`config.mk`:
```
export PLATFORM = sky130hd
export DESIGN_NAME = pulse_interval_meter_flat
export DESIGN_NICKNAME = d
export VERILOG_FILES = /design/src/rtl/pulse_interval_meter_if.sv /design/src/rtl/pulse_interval_meter.sv /design/src/flat_wrapper.sv
export SDC_FILE = /design/constraint.sdc
export NUM_CORES = 1
export LEC_CHECK = 0
export CORE_MARGIN = 2
export CORE_UTILIZATION = 40
export DETAILED_ROUTE_END_ITERATION = 10
export PLACE_DENSITY = 0.67
export RECOVER_POWER = 100
export SYNTH_ARGS = -nofsm -noshare
export SYNTH_HDL_FRONTEND = slang
export SYNTH_SLANG_ARGS = --single-unit
export TNS_END_PERCENT = 1
```
`constraint.sdc`:
```
create_clock -name clk -period 1.7 [get_ports clk]
set_input_delay 0.34 -clock clk [delete_from_list [all_inputs] [get_ports clk]]
set_output_delay 0.34 -clock clk [all_outputs]
set_load 0.01 [all_outputs]
```
`src/rtl/pulse_interval_meter_if.sv`:
```
// Result handshake bundle for pulse_interval_meter.
// The master drives the measured interval and its flags; the slave supplies ready.
interface pulse_interval_meter_if #(
    parameter int CNT_W = 16
);
    logic             out_valid;
    logic             out_ready;
    logic [CNT_W-1:0] out_interval;
    logic             out_ovf;
    logic             out_lost;

    modport master (
        output out_valid,
        output out_interval,
        output out_ovf,
        output out_lost,
        input  out_ready
    );

    modport slave (
        input  out_valid,
        input  out_interval,
        input  out_ovf,
        input  out_lost,
        output out_ready
    );
endinterface

```
`src/rtl/pulse_interval_meter.sv`:
```
// Measures cycles between accepted pulses and offers each interval on a valid/ready port.
// Optional PULSE_MINGAP_EN rejects pulses arriving less than MIN_GAP cycles apart.
module pulse_interval_meter #(
    parameter int CNT_W   = 16,
    parameter int MIN_GAP = 4
) (
    input  logic                  clk,
    input  logic                  rst_n,
    input  logic                  en,
    input  logic                  pulse,
    pulse_interval_meter_if.master res,
    output logic [15:0]           pulse_count,
    output logic [7:0]            rej_count
);

    typedef enum logic {
        IDLE    = 1'b0,
        MEASURE = 1'b1
    } state_t;

    localparam logic [CNT_W-1:0] CNT_MAX = '1;
    localparam logic [CNT_W-1:0] CNT_ONE = CNT_W'(1);

    state_t           state_q;
    state_t           state_d;
    logic [CNT_W-1:0] cnt_q;
    logic [CNT_W-1:0] cnt_d;
    logic             ovf_q;
    logic             ovf_d;
    logic             accept;
    logic             load;
    logic             gap_ok;

    logic             valid_q;
    logic [CNT_W-1:0] interval_q;
    logic             rovf_q;
    logic             lost_q;
    logic [15:0]      pcnt_q;

`ifdef PULSE_MINGAP_EN
    localparam logic [CNT_W-1:0] GAP = CNT_W'(MIN_GAP);

    logic       reject;
    logic [7:0] rcnt_q;

    assign gap_ok = (cnt_q >= GAP);
    assign reject = en && pulse && (state_q == MEASURE) && !gap_ok;

    always_ff @(posedge clk or negedge rst_n) begin
        if (!rst_n) begin
            rcnt_q <= '0;
        end else if (reject && (rcnt_q != 8'hFF)) begin
            rcnt_q <= rcnt_q + 8'd1;
        end
    end

    assign rej_count = rcnt_q;
`else
    assign gap_ok    = 1'b1;
    assign rej_count = 8'd0;
`endif

    always_ff @(posedge clk or negedge rst_n) begin
        if (!rst_n) begin
            state_q <= IDLE;
            cnt_q   <= '0;
            ovf_q   <= 1'b0;
        end else begin
            state_q <= state_d;
            cnt_q   <= cnt_d;
            ovf_q   <= ovf_d;
        end
    end

    // Disabling drops any partial interval and the reference pulse.
    always_comb begin
        state_d = state_q;
        cnt_d   = cnt_q;
        ovf_d   = ovf_q;
        accept  = 1'b0;
        load    = 1'b0;
        if (!en) begin
            state_d = IDLE;
            cnt_d   = '0;
            ovf_d   = 1'b0;
        end else begin
            unique case (state_q)
                IDLE: begin
                    if (pulse) begin
                        accept  = 1'b1;
                        state_d = MEASURE;
                        cnt_d   = CNT_ONE;
                        ovf_d   = 1'b0;
                    end
                end
                MEASURE: begin
                    if (pulse && gap_ok) begin
                        accept = 1'b1;
                        load   = 1'b1;
                        cnt_d  = CNT_ONE;
                        ovf_d  = 1'b0;
                    end else if (cnt_q == CNT_MAX) begin
                        ovf_d = 1'b1;
                    end else begin
                        cnt_d = cnt_q + CNT_ONE;
                    end
                end
                default: begin
                    state_d = IDLE;
                end
            endcase
        end
    end

    // A load wins over a handshake; an unread overwrite marks the loss.
    always_ff @(posedge clk or negedge rst_n) begin
        if (!rst_n) begin
            valid_q    <= 1'b0;
            interval_q <= '0;
            rovf_q     <= 1'b0;
            lost_q     <= 1'b0;
        end else if (load) begin
            valid_q    <= 1'b1;
            interval_q <= cnt_q;
            rovf_q     <= ovf_q;
            if (valid_q && !res.out_ready) begin
                lost_q <= 1'b1;
            end
        end else if (valid_q && res.out_ready) begin
            valid_q <= 1'b0;
            lost_q  <= 1'b0;
        end
    end

    always_ff @(posedge clk or negedge rst_n) begin
        if (!rst_n) begin
            pcnt_q <= '0;
        end else if (accept) begin
            pcnt_q <= pcnt_q + 16'd1;
        end
    end

    assign res.out_valid    = valid_q;
    assign res.out_interval = interval_q;
    assign res.out_ovf      = rovf_q;
    assign res.out_lost     = lost_q;
    assign pulse_count      = pcnt_q;

endmodule
```
`src/flat_wrapper.sv`:
```
// flat-port wrapper written by rule: the top's interface ports become plain ports
module pulse_interval_meter_flat 
#(
    parameter int CNT_W   = 16,
    parameter int MIN_GAP = 4
)
  (clk, rst_n, en, pulse, pulse_count, rej_count, res_out_valid, res_out_interval, res_out_ovf, res_out_lost, res_out_ready);
  pulse_interval_meter_if #(.CNT_W(CNT_W)) res_i ();
  input  logic clk;
  input  logic rst_n;
  input  logic en;
  input  logic pulse;
  output logic [15:0] pulse_count;
  output logic [7:0] rej_count;
  output wire logic [$bits(res_i.out_valid)-1:0] res_out_valid;
  output wire logic [$bits(res_i.out_interval)-1:0] res_out_interval;
  output wire logic [$bits(res_i.out_ovf)-1:0] res_out_ovf;
  output wire logic [$bits(res_i.out_lost)-1:0] res_out_lost;
  input wire logic [$bits(res_i.out_ready)-1:0] res_out_ready;
  assign res_out_valid = res_i.out_valid;
  assign res_out_interval = res_i.out_interval;
  assign res_out_ovf = res_i.out_ovf;
  assign res_out_lost = res_i.out_lost;
  assign res_i.out_ready = res_out_ready;
  pulse_interval_meter #(.CNT_W(CNT_W), .MIN_GAP(MIN_GAP)) u_core (.clk(clk), .rst_n(rst_n), .en(en), .pulse(pulse), .res(res_i), .pulse_count(pulse_count), .rej_count(rej_count));
endmodule
```
==> flow_metrics.tcl, run 1 <==
set metrics [dict create \
    status "finished clean" \
    worstSetupEndpointType "flop" \
    cts_hold_buf 0 \
    cts_tree "built" \
    synthCells 234 \
    yosysTopAreaCellShare 0.5279 \
    arrival_ns 1.88 \
    slew-limit-headroom 0.1441 \
    hold_path_class "input port to asynchronous set/reset pin" \
    overflow 0 \
    rows 28 \
    grt_pass1_wl_um 9239 \
    cts.clk_slew.worst_paths_ns 0.10 \
    clockRootBuffer "clkbuf_8" \
    cp-start-kind "flop" \
    seq_area_sq_um 1333 \
    grt_max_degree 54 \
    crit_buf_inv 0 \
    crit_type "flop to flop" \
    synth.cell_area_sq_um 2512 \
    synth_most_common_cell "dfrtp_1" \
    slowest_stage "or4_1" \
    grt_pass1_vias 1944 \
    synth_edf_count 0 \
    p_per_area_nw_per_um2 835.3 \
    dr.pass1.iters 4 \
    antenna_cells 0 \
    hold_slack_ns 0.3875 \
    cp_max_fo 7 \
    final_max_slew_viol_count 0 \
    die_area_sq_um 6931 \
    max_cap_viol_count 0 \
    setup_tns_ns 0 \
    clock_latency_ns 0.30 \
    routed_wl_um 5365 \
    syn-mean-instance-area_sq_um 10.74 \
    drive_above_1_share 0.2340 \
    initial_core_util 0.4194 \
    finalHoldViolations 0 \
    drcViolationCount 0 \
    ir_drop_v 0.0007228 \
    max_freq_mhz 606.1 \
    die_w_um 83.25 \
    viasPerCell 5.323 \
    synth_cell_types 41 \
    p_leak_nw 1.485 \
    vias 2060 \
    yosysWarnings 0 \
    die_h_um 83.25 \
    grtUsageTotal 0.1619 \
    multiInputGateArea_sq_um 1131 \
    rsz0062_at_grt "yes" \
    clock-sinks 53 \
    antenna_found_initial 0 \
    worst_slew_pin_slew_ns 1.284 \
    utilization 0.5593 \
    fin_nets 318 \
    ys_seq_elements 53 \
    area_growth_pct 33.37 \
    max-clock-path-buffers 2 \
    cp.required_ns 1.93 \
    num_io_pins 48 \
    wl_per_cell_um 13.86 \
    synth_commonest_cells "53 x dfrtp_1, 18 x nand3_1, 17 x nand2_1" \
    worstPathCellList "nand3_4 > or2_4 > or4_1 > a21oi_1" \
    fillers 540 \
    port-buffer-count 39 \
    gp_congestion 0.8395 \
    drtIter0Drc 103 \
    synthTopCellsByArea "dfrtp_1 53%, mux2_2 7.2%, nand3_1 3.6%" \
    htree_levels 2 \
    path_delay_family "simple AND/OR/NAND/NOR gates" \
    slowest_delay_ns 0.51 \
    min_period_over_period 0.9705 \
    ant_nets 0 \
    async_flop_share 1.000 \
    setup_viol 0 \
    fin_worst_skew_ns 0.004490 \
    dp_hpwl_um 3803 \
    dominantRegCellSynth "dfrtp_1" \
    post_cts_buffers 0 \
    post-route-min-period_ns 1.650 \
    ys_seq_area_frac 0.5279 \
    core_area_sq_um 5991 \
    synth_top_area_cell "dfrtp_1" \
    cts_made_buffers 5 \
]
## worst paths after layout
path                                                   startpoint  slack (ns)                                endpoint  cells after the start
setup / recovery                     u_core.cnt_q[10]$_DFFE_PN0P_        0.05            u_core.cnt_q[15]$_DFFE_PN0P_                      4
hold / removal                                              rst_n        0.39          u_core.res.out_ovf$_DFFE_PN0P_                      2
setup reg to reg                     u_core.cnt_q[10]$_DFFE_PN0P_        0.05            u_core.cnt_q[15]$_DFFE_PN0P_                      4
hold reg to reg            u_core.res.out_interval[7]$_DFFE_PN0P_        0.48  u_core.res.out_interval[7]$_DFFE_PN0P_                      2
max in group asynchronous                                   rst_n        0.46       u_core.pulse_count[4]$_DFFE_PN0P_                      2
min in group clk           u_core.res.out_interval[7]$_DFFE_PN0P_        0.48  u_core.res.out_interval[7]$_DFFE_PN0P_                      2
## cells in the final DEF, fill, tap and decap left out, types with 4 or more instances in the layout
cell and count:
clkbuf_1 7, dfrtp_2 5, clkdlybuf4s25_1 5, nor3_1 6, clkbuf_8 5, and3_1 5
o21a_1 4, buf_4 28, xnor2_1 9, nor4_1 4, dlygate4sd3_1 17, a21oi_1 10
dfrtp_1 48, nand3_1 17, o31ai_1 7, xor2_1 6, clkdlybuf4s50_1 16, nor2_1 13
nand4_1 7, o21ai_0 6, or4_1 5, inv_1 5, conb_1 8, mux2_2 16
nand2_1 17
## worst register-to-register path, cell delays in order (launching register included)
cell	delay [ns]
dfrtp_1	0.44
nand3_4	0.14
or2_4	0.29
or4_1	0.51
a21oi_1	0.19
## kinds of logic (layout without fill, tap and decap cells)
family	after synthesis	count (layout)	synth area share
and+or+nand+nor	90	90	0.1962
DFF	53	53	0.5279
AOI/OAI and AO/OA	37	37	0.09662
buffers and inverters	20	91	0.04383
muxes	16	16	0.07171
xor gates and xnor gates	15	15	0.05229
adders and majority gates	2	2	0.009959
other	1	8	0.001493
## routing by layer
layer	track usage	vias up	routed length, um
met5	0	-	0
met4	0.05365	0	56
met3	0.04473	7	269
met2	0.2375	51	2442
met1	0.2311	1007	2596
li1	-	995	-
## where the power goes
group / internal [mW] / switching [mW] / total (mW) / leakage (nW)
Clock: 0.441 / 0.414 / 0.855 / 0.0543
Combinational: 0.258 / 0.213 / 0.471 / 0.722
Sequential: 1.36 / 0.115 / 1.47 / 0.709
Total: 2.06 / 0.742 / 2.80 / 1.49
## stage by stage
stage	power, mW	area, sq um	setup WS, ns	instances
after floorplan	1.700	2539	0.07140	241
after global placement	1.980	3244	-0.1934	379
after detailed placement	1.987	3244	-0.2500	379
after CTS	2.863	3368	0.02028	387
after global routing	2.968	3351	-0.02621	387
final	2.799	3351	0.05016	387
## state kept, by name (all words and copies together), names as in the netlist
signal	flops
u_core.cnt_q	16
u_core.pulse_count	16
u_core.res.out_interval	16
u_core.ovf_q	1
u_core.res.out_lost	1
u_core.res.out_ovf	1
u_core.res.out_valid	1
u_core.state_q	1
## area by class of cell
type / instances / area share
Clock buffer: 5 / 0.02054
Clock inverter: 3 / 0.01382
Inverter: 5 / 0.005601
Multi-Input combinational cell: 168 / 0.3376
Sequential cell: 53 / 0.3977
Tap cell: 75 / 0.02801
Timing Repair Buffer: 78 / 0.1968
## what timing repair did
action	4_1_cts	5_1_grt
gates resized for setup	3	15
setup endpoints to repair	6	17
hold endpoints to repair	0	0
pin swaps	0	2
No activity file was read; power rests on OpenSTA's default activity.
==> inputs of run 2 (changes only) <==
Settings changed: DONT_BUFFER_PORTS set to 1, PLACE_DENSITY 0.67 to unset, SKIP_LAST_GASP set to 1.
==> run 2 against run 1 <==
Count of clock-buffer cells in the layout increased by 2; critical path depth unchanged; fmax decreased by 0.41%; first-iteration DRC count decreased by 7.8%; total power decreased by 13%; non-clock buffer count decreased by 57; die area unchanged; clock power decreased by 19%; largest power group unchanged; highest routed layer unchanged.
==> flow_metrics.tcl, run 2 (synthesized netlist as in run 1, its figures left out) <==
set metrics [dict create \
    setup_tns_ns 0 \
    max-clock-path-buffers 2 \
    clock-sinks 53 \
    crit_buf_inv 0 \
    worstPathCellList "and4_1 > nand3_2 > or4_1 > a21oi_1" \
    reg2reg_slack_ns 0.04 \
    dr.pass1.iters 5 \
    worstSetupStartpoint "u_core.cnt_q[6]$_DFFE_PN0P_" \
    area_growth_pct 10.81 \
    fillers 583 \
    vias 1821 \
    num_io_pins 48 \
    cts_made_buffers 5 \
    htree_levels 2 \
    utilization 0.4647 \
    die_w_um 83.25 \
    min_period_over_period 0.9745 \
    power_frac_comb 0.096 \
    swShare 0.2822 \
    crit_type "flop to flop" \
    ir_drop_v 0.0006185 \
    clockPowerShare 0.282 \
    final_max_slew_viol_count 0 \
    initial_core_util 0.4194 \
    post_cts_buffers 0 \
    worst_slew_pin_slew_ns 0.7202 \
    grt_max_degree 54 \
    cts.clk_slew.worst_paths_ns 0.09 \
    status "finished clean" \
    p_per_area_nw_per_um2 878.8 \
    antenna_found_initial 0 \
    arrival_ns 1.89 \
    die_h_um 83.25 \
    clockRootBuffer "clkbuf_8" \
    max_freq_mhz 603.7 \
    final_common_cell "dfrtp_1" \
    max_cap_viol_count 0 \
    drive_above_1_share 0.1882 \
    wl_per_cell_um 15.57 \
    post-route-min-period_ns 1.657 \
    slowest_stage "or4_1" \
    worstSetupEndpointType "flop" \
    switchingPower_mw 0.6905 \
    dp_hpwl_um 3590 \
    cp.required_ns 1.93 \
    postLayoutCellArea_sq_um 2784 \
    slowest_delay_ns 0.50 \
    slew-limit-headroom 0.5199 \
    gp_congestion 0.8931 \
    antenna_cells 0 \
    grt_pass1_wl_um 8576 \
    ant_nets 0 \
    cts_tree "built" \
    hold_path_class "input port to flop" \
    rsz0062_at_grt "yes" \
    r2r_start "u_core.cnt_q[6]$_DFFE_PN0P_" \
    power_frac_seq 0.622 \
    path_delay_family "simple AND/OR/NAND/NOR gates" \
    rows 28 \
    overflow 0 \
    viasPerCell 5.518 \
    grt_pass1_vias 1758 \
    core_area_sq_um 5991 \
    clock_latency_ns 0.30 \
    die_area_sq_um 6931 \
    power.internal_mw 1.756 \
    setup_viol 0 \
    drcViolationCount 0 \
    fin_nets 261 \
    placedInstanceArea_sq_um 2684 \
    fin_worst_skew_ns 0.007296 \
    cp_max_fo 8 \
    drtIter0Drc 95 \
    cp-start-kind "flop" \
    port-buffer-count 0 \
    layout_common_cells "52 x dfrtp_1, 17 x nand2_1, 16 x nand3_1, 16 x mux2_2, 14 x buf_4" \
    p_leak_nw 1.206 \
    grtUsageTotal 0.1508 \
    finalHoldViolations 0 \
    routed_wl_um 5137 \
    min_from "res_out_ready" \
]
==> run 2: cell count changes in the layout (fill, tap and decap cells not counted), moves of 4 or more <==
cell | previous run | this run
clkdlybuf4s50_1 | 16 | 0
dlygate4sd3_1 | 17 | 1
buf_4 | 28 | 14
clkdlybuf4s25_1 | 5 | 0
dfrtp_1 | 48 | 52
dfrtp_2 | 5 | 1
==> run 2: area by class of cell <==
type	count	area [sq um]	area share
clock buffer	7	76.32	0.02742
multi-input combinational	168	1117	0.4013
timing repair buffer	21	142.6	0.05124
clock inverter	1	7.507	0.002697
sequential	53	1328	0.4769
tap	75	93.84	0.03371
inverter	5	18.77	0.006742
==> run 2: power by group through the flow <==
stage	sequential (mW)	combinational, mW	clock, mW
3_3_place_gp	1.54	0.204	0
6_report	1.52	0.235	0.691
2_1_floorplan	1.52	0.184	0
5_1_grt	1.54	0.272	0.779
4_1_cts	1.52	0.248	0.716
3_5_place_dp	1.55	0.213	0
==> run 2: path summary, 6_finish.rpt <==
kind                                                    end  cells past startpoint
max in group asynchronous          u_core.state_q$_DFF_PN0_                      2
setup reg to reg               u_core.cnt_q[15]$_DFFE_PN0P_                      4
min in group asynchronous      u_core.cnt_q[14]$_DFFE_PN0P_                      2
hold / removal             u_core.res.out_valid$_DFFE_PN0P_                      1
hold reg to reg                    u_core.ovf_q$_DFFE_PN0P_                      2
setup / recovery               u_core.cnt_q[15]$_DFFE_PN0P_                      4
==> run 2: what timing repair did <==
item                                    4_1_cts  5_1_grt
hold buffers                                  2        0
gates resized for setup                       0        4
endpoints found under the hold margin        53        0
endpoints found under the setup margin        0       11
==> run 2: metrics by stage <==
step	setup slack (ns)	power, mW	hold slack (ns)	cells
6_report	0.04341	2.447	0.1234	330
3_5_place_dp	0.06990	1.761	0.04554	320
5_1_grt	-0.05336	2.590	0.1091	330
4_1_cts	0.04766	2.487	0.1181	330
2_1_floorplan	0.07140	1.700	0.04441	241
3_3_place_gp	0.09406	1.747	0.04547	320
==> run 2: metal layers <==
metal | part of all wire | track usage | vias up
li1 | - | - | 875
met1 | 0.46 | 0.2001 | 882
met2 | 0.47 | 0.2375 | 59
met3 | 0.066 | 0.05567 | 5
met4 | 0.0078 | 0.03130 | 0
met5 | 0 | 0 | -
==> inputs of run 3 (changes only) <==
Settings changed: PLACE_DENSITY set to 0.52.
==> run 3 against run 2 <==
Worst setup slack better by 0.025 ns; global-route usage up 0.60 points; sequential power down 3%; count of clock-buffer cells in the layout unchanged; sequential share of layout area down 0.98 points; fmax up 1.6%; total power up 8.1%; design area up 2.2%; die area unchanged; register-to-register slack better by 0.03 ns; largest power group unchanged.
==> flow_metrics.tcl, run 3 (synthesized netlist as in run 1, its figures left out) <==
set metrics [dict create \
    status "finished clean" \
    gp_congestion 0.8428 \
    cp_max_fo 6 \
    cp.required_ns 1.93 \
    drcViolationCount 0 \
    drive_above_1_share 0.2038 \
    rows 28 \
    hold_path_class "input port to flop" \
    final_max_slew_viol_count 0 \
    overflow 0 \
    slew-limit-headroom 0.5177 \
    rsz0062_at_grt "yes" \
    drtIter0Drc 148 \
    max-clock-path-buffers 2 \
    post-route-min-period_ns 1.631 \
    fin_worst_skew_ns 0.009013 \
    initial_core_util 0.4194 \
    postLayoutCellArea_sq_um 2845 \
    num_io_pins 48 \
    finalHoldViolations 0 \
    ir_drop_v 0.0005789 \
    max_cap_viol_count 0 \
    grtUsageTotal 0.1568 \
    antenna_cells 0 \
    dr.pass1.iters 4 \
    area_growth_pct 13.25 \
    core_area_sq_um 5991 \
    p_per_area_nw_per_um2 929.9 \
    port-buffer-count 0 \
    clockRootBuffer "clkbuf_8" \
    viasPerCell 5.403 \
    max_freq_mhz 613.0 \
    utilization 0.4749 \
    worst_slew_pin_slew_ns 0.7235 \
    routed_wl_um 5120 \
    cp-start-kind "flop" \
    fin_nets 266 \
    ant_nets 0 \
    min_period_over_period 0.9595 \
    die_w_um 83.25 \
    grt_pass1_wl_um 8797 \
    cts.clk_slew.worst_paths_ns 0.09 \
    setup_viol 0 \
    grt_max_degree 54 \
    die_area_sq_um 6931 \
    die_h_um 83.25 \
    wl_per_cell_um 15.28 \
    worstSetupEndpointType "flop" \
    cts_tree "built" \
    final_common_cell "dfrtp_1" \
    arrival_ns 1.86 \
    grt_pass1_vias 1828 \
    clock-sinks 53 \
    antenna_found_initial 0 \
    layout_common_cells "51 x dfrtp_1, 17 x nand2_1, 16 x nand3_1, 16 x mux2_2, 15 x buf_4" \
    htree_levels 2 \
    placedInstanceArea_sq_um 2714 \
    clock_latency_ns 0.31 \
    cts_made_buffers 5 \
    crit_type "flop to flop" \
    reg2reg_slack_ns 0.07 \
    vias 1810 \
    dp_hpwl_um 3647 \
    p_leak_nw 1.236 \
    fillers 559 \
]
[run 3: cell count changes in the layout (fill, tap and decap cells not counted), sizes merged]
| cell | delta |
|---|---|
| clkbuf | +4 |
| buf | +1 |
| bufinv | +1 |
| clkinvlp | -1 |
[run 3: metrics by stage]
stage               power, mW  instances  hold WS, ns  setup slack [ns]  setup TNS [ns]
global route            2.801        335       0.1079          -0.03386        -0.08132
global placement        1.803        324      0.04611            0.1021               0
finish                  2.646        335       0.1213           0.06879               0
detailed placement      1.807        324      0.04575           0.06233               0
floorplan               1.700        241      0.04441           0.07140               0
CTS                     2.732        334       0.1132           0.04429               0
[run 3: cell type report]
cell class	instances	area [sq um]	share of cell area
Sequential cell	53	1329	0.4670
Multi-Input combinational cell	168	1119	0.3931
Timing Repair Buffer	26	168.9	0.05937
Tap cell	75	93.84	0.03298
Clock buffer	7	86.33	0.03034
Clock inverter	1	30.03	0.01055
Inverter	5	18.77	0.006596
[run 3: critical path, cell delays in order, from the launching register on]
cell and delay, ns:
dfrtp_1 0.36, buf_4 0.15, and4_2 0.27, nand3_2 0.14
or4_1 0.49, a21oi_1 0.16
[run 3: path summary, 6_finish.rpt]
check	depth (start not counted)	end	start
max reg2reg	5	u_core.cnt_q[15]$_DFFE_PN0P_	u_core.cnt_q[1]$_DFFE_PN0P_
min in group asynchronous	2	u_core.cnt_q[5]$_DFFE_PN0P_	rst_n
max	5	u_core.cnt_q[15]$_DFFE_PN0P_	u_core.cnt_q[1]$_DFFE_PN0P_
min	1	u_core.res.out_valid$_DFFE_PN0P_	res_out_ready
max in group asynchronous	2	u_core.cnt_q[9]$_DFFE_PN0P_	rst_n
min reg2reg	2	u_core.ovf_q$_DFFE_PN0P_	u_core.ovf_q$_DFFE_PN0P_
[run 3: timing repair]
item	CTS	global route
buffers inserted	0	1
resized for setup	0	7
hold buffers	2	0
endpoints found under the setup margin	0	7
endpoints found under the hold margin	53	0
[run 3: power by group]
group	switching (mW)	internal [mW]
logic	0.184	0.120
clock network	0.396	0.480
registers	0.111	1.35
[run 3: layer usage]
layer | global-route usage | vias up | part of all wire
met3 | 0.04970 | 5 | 0.063
met2 | 0.2463 | 46 | 0.47
met1 | 0.2050 | 872 | 0.46
met4 | 0.05365 | 0 | 0.013
met5 | 0 | - | 0
li1 | - | 887 | -
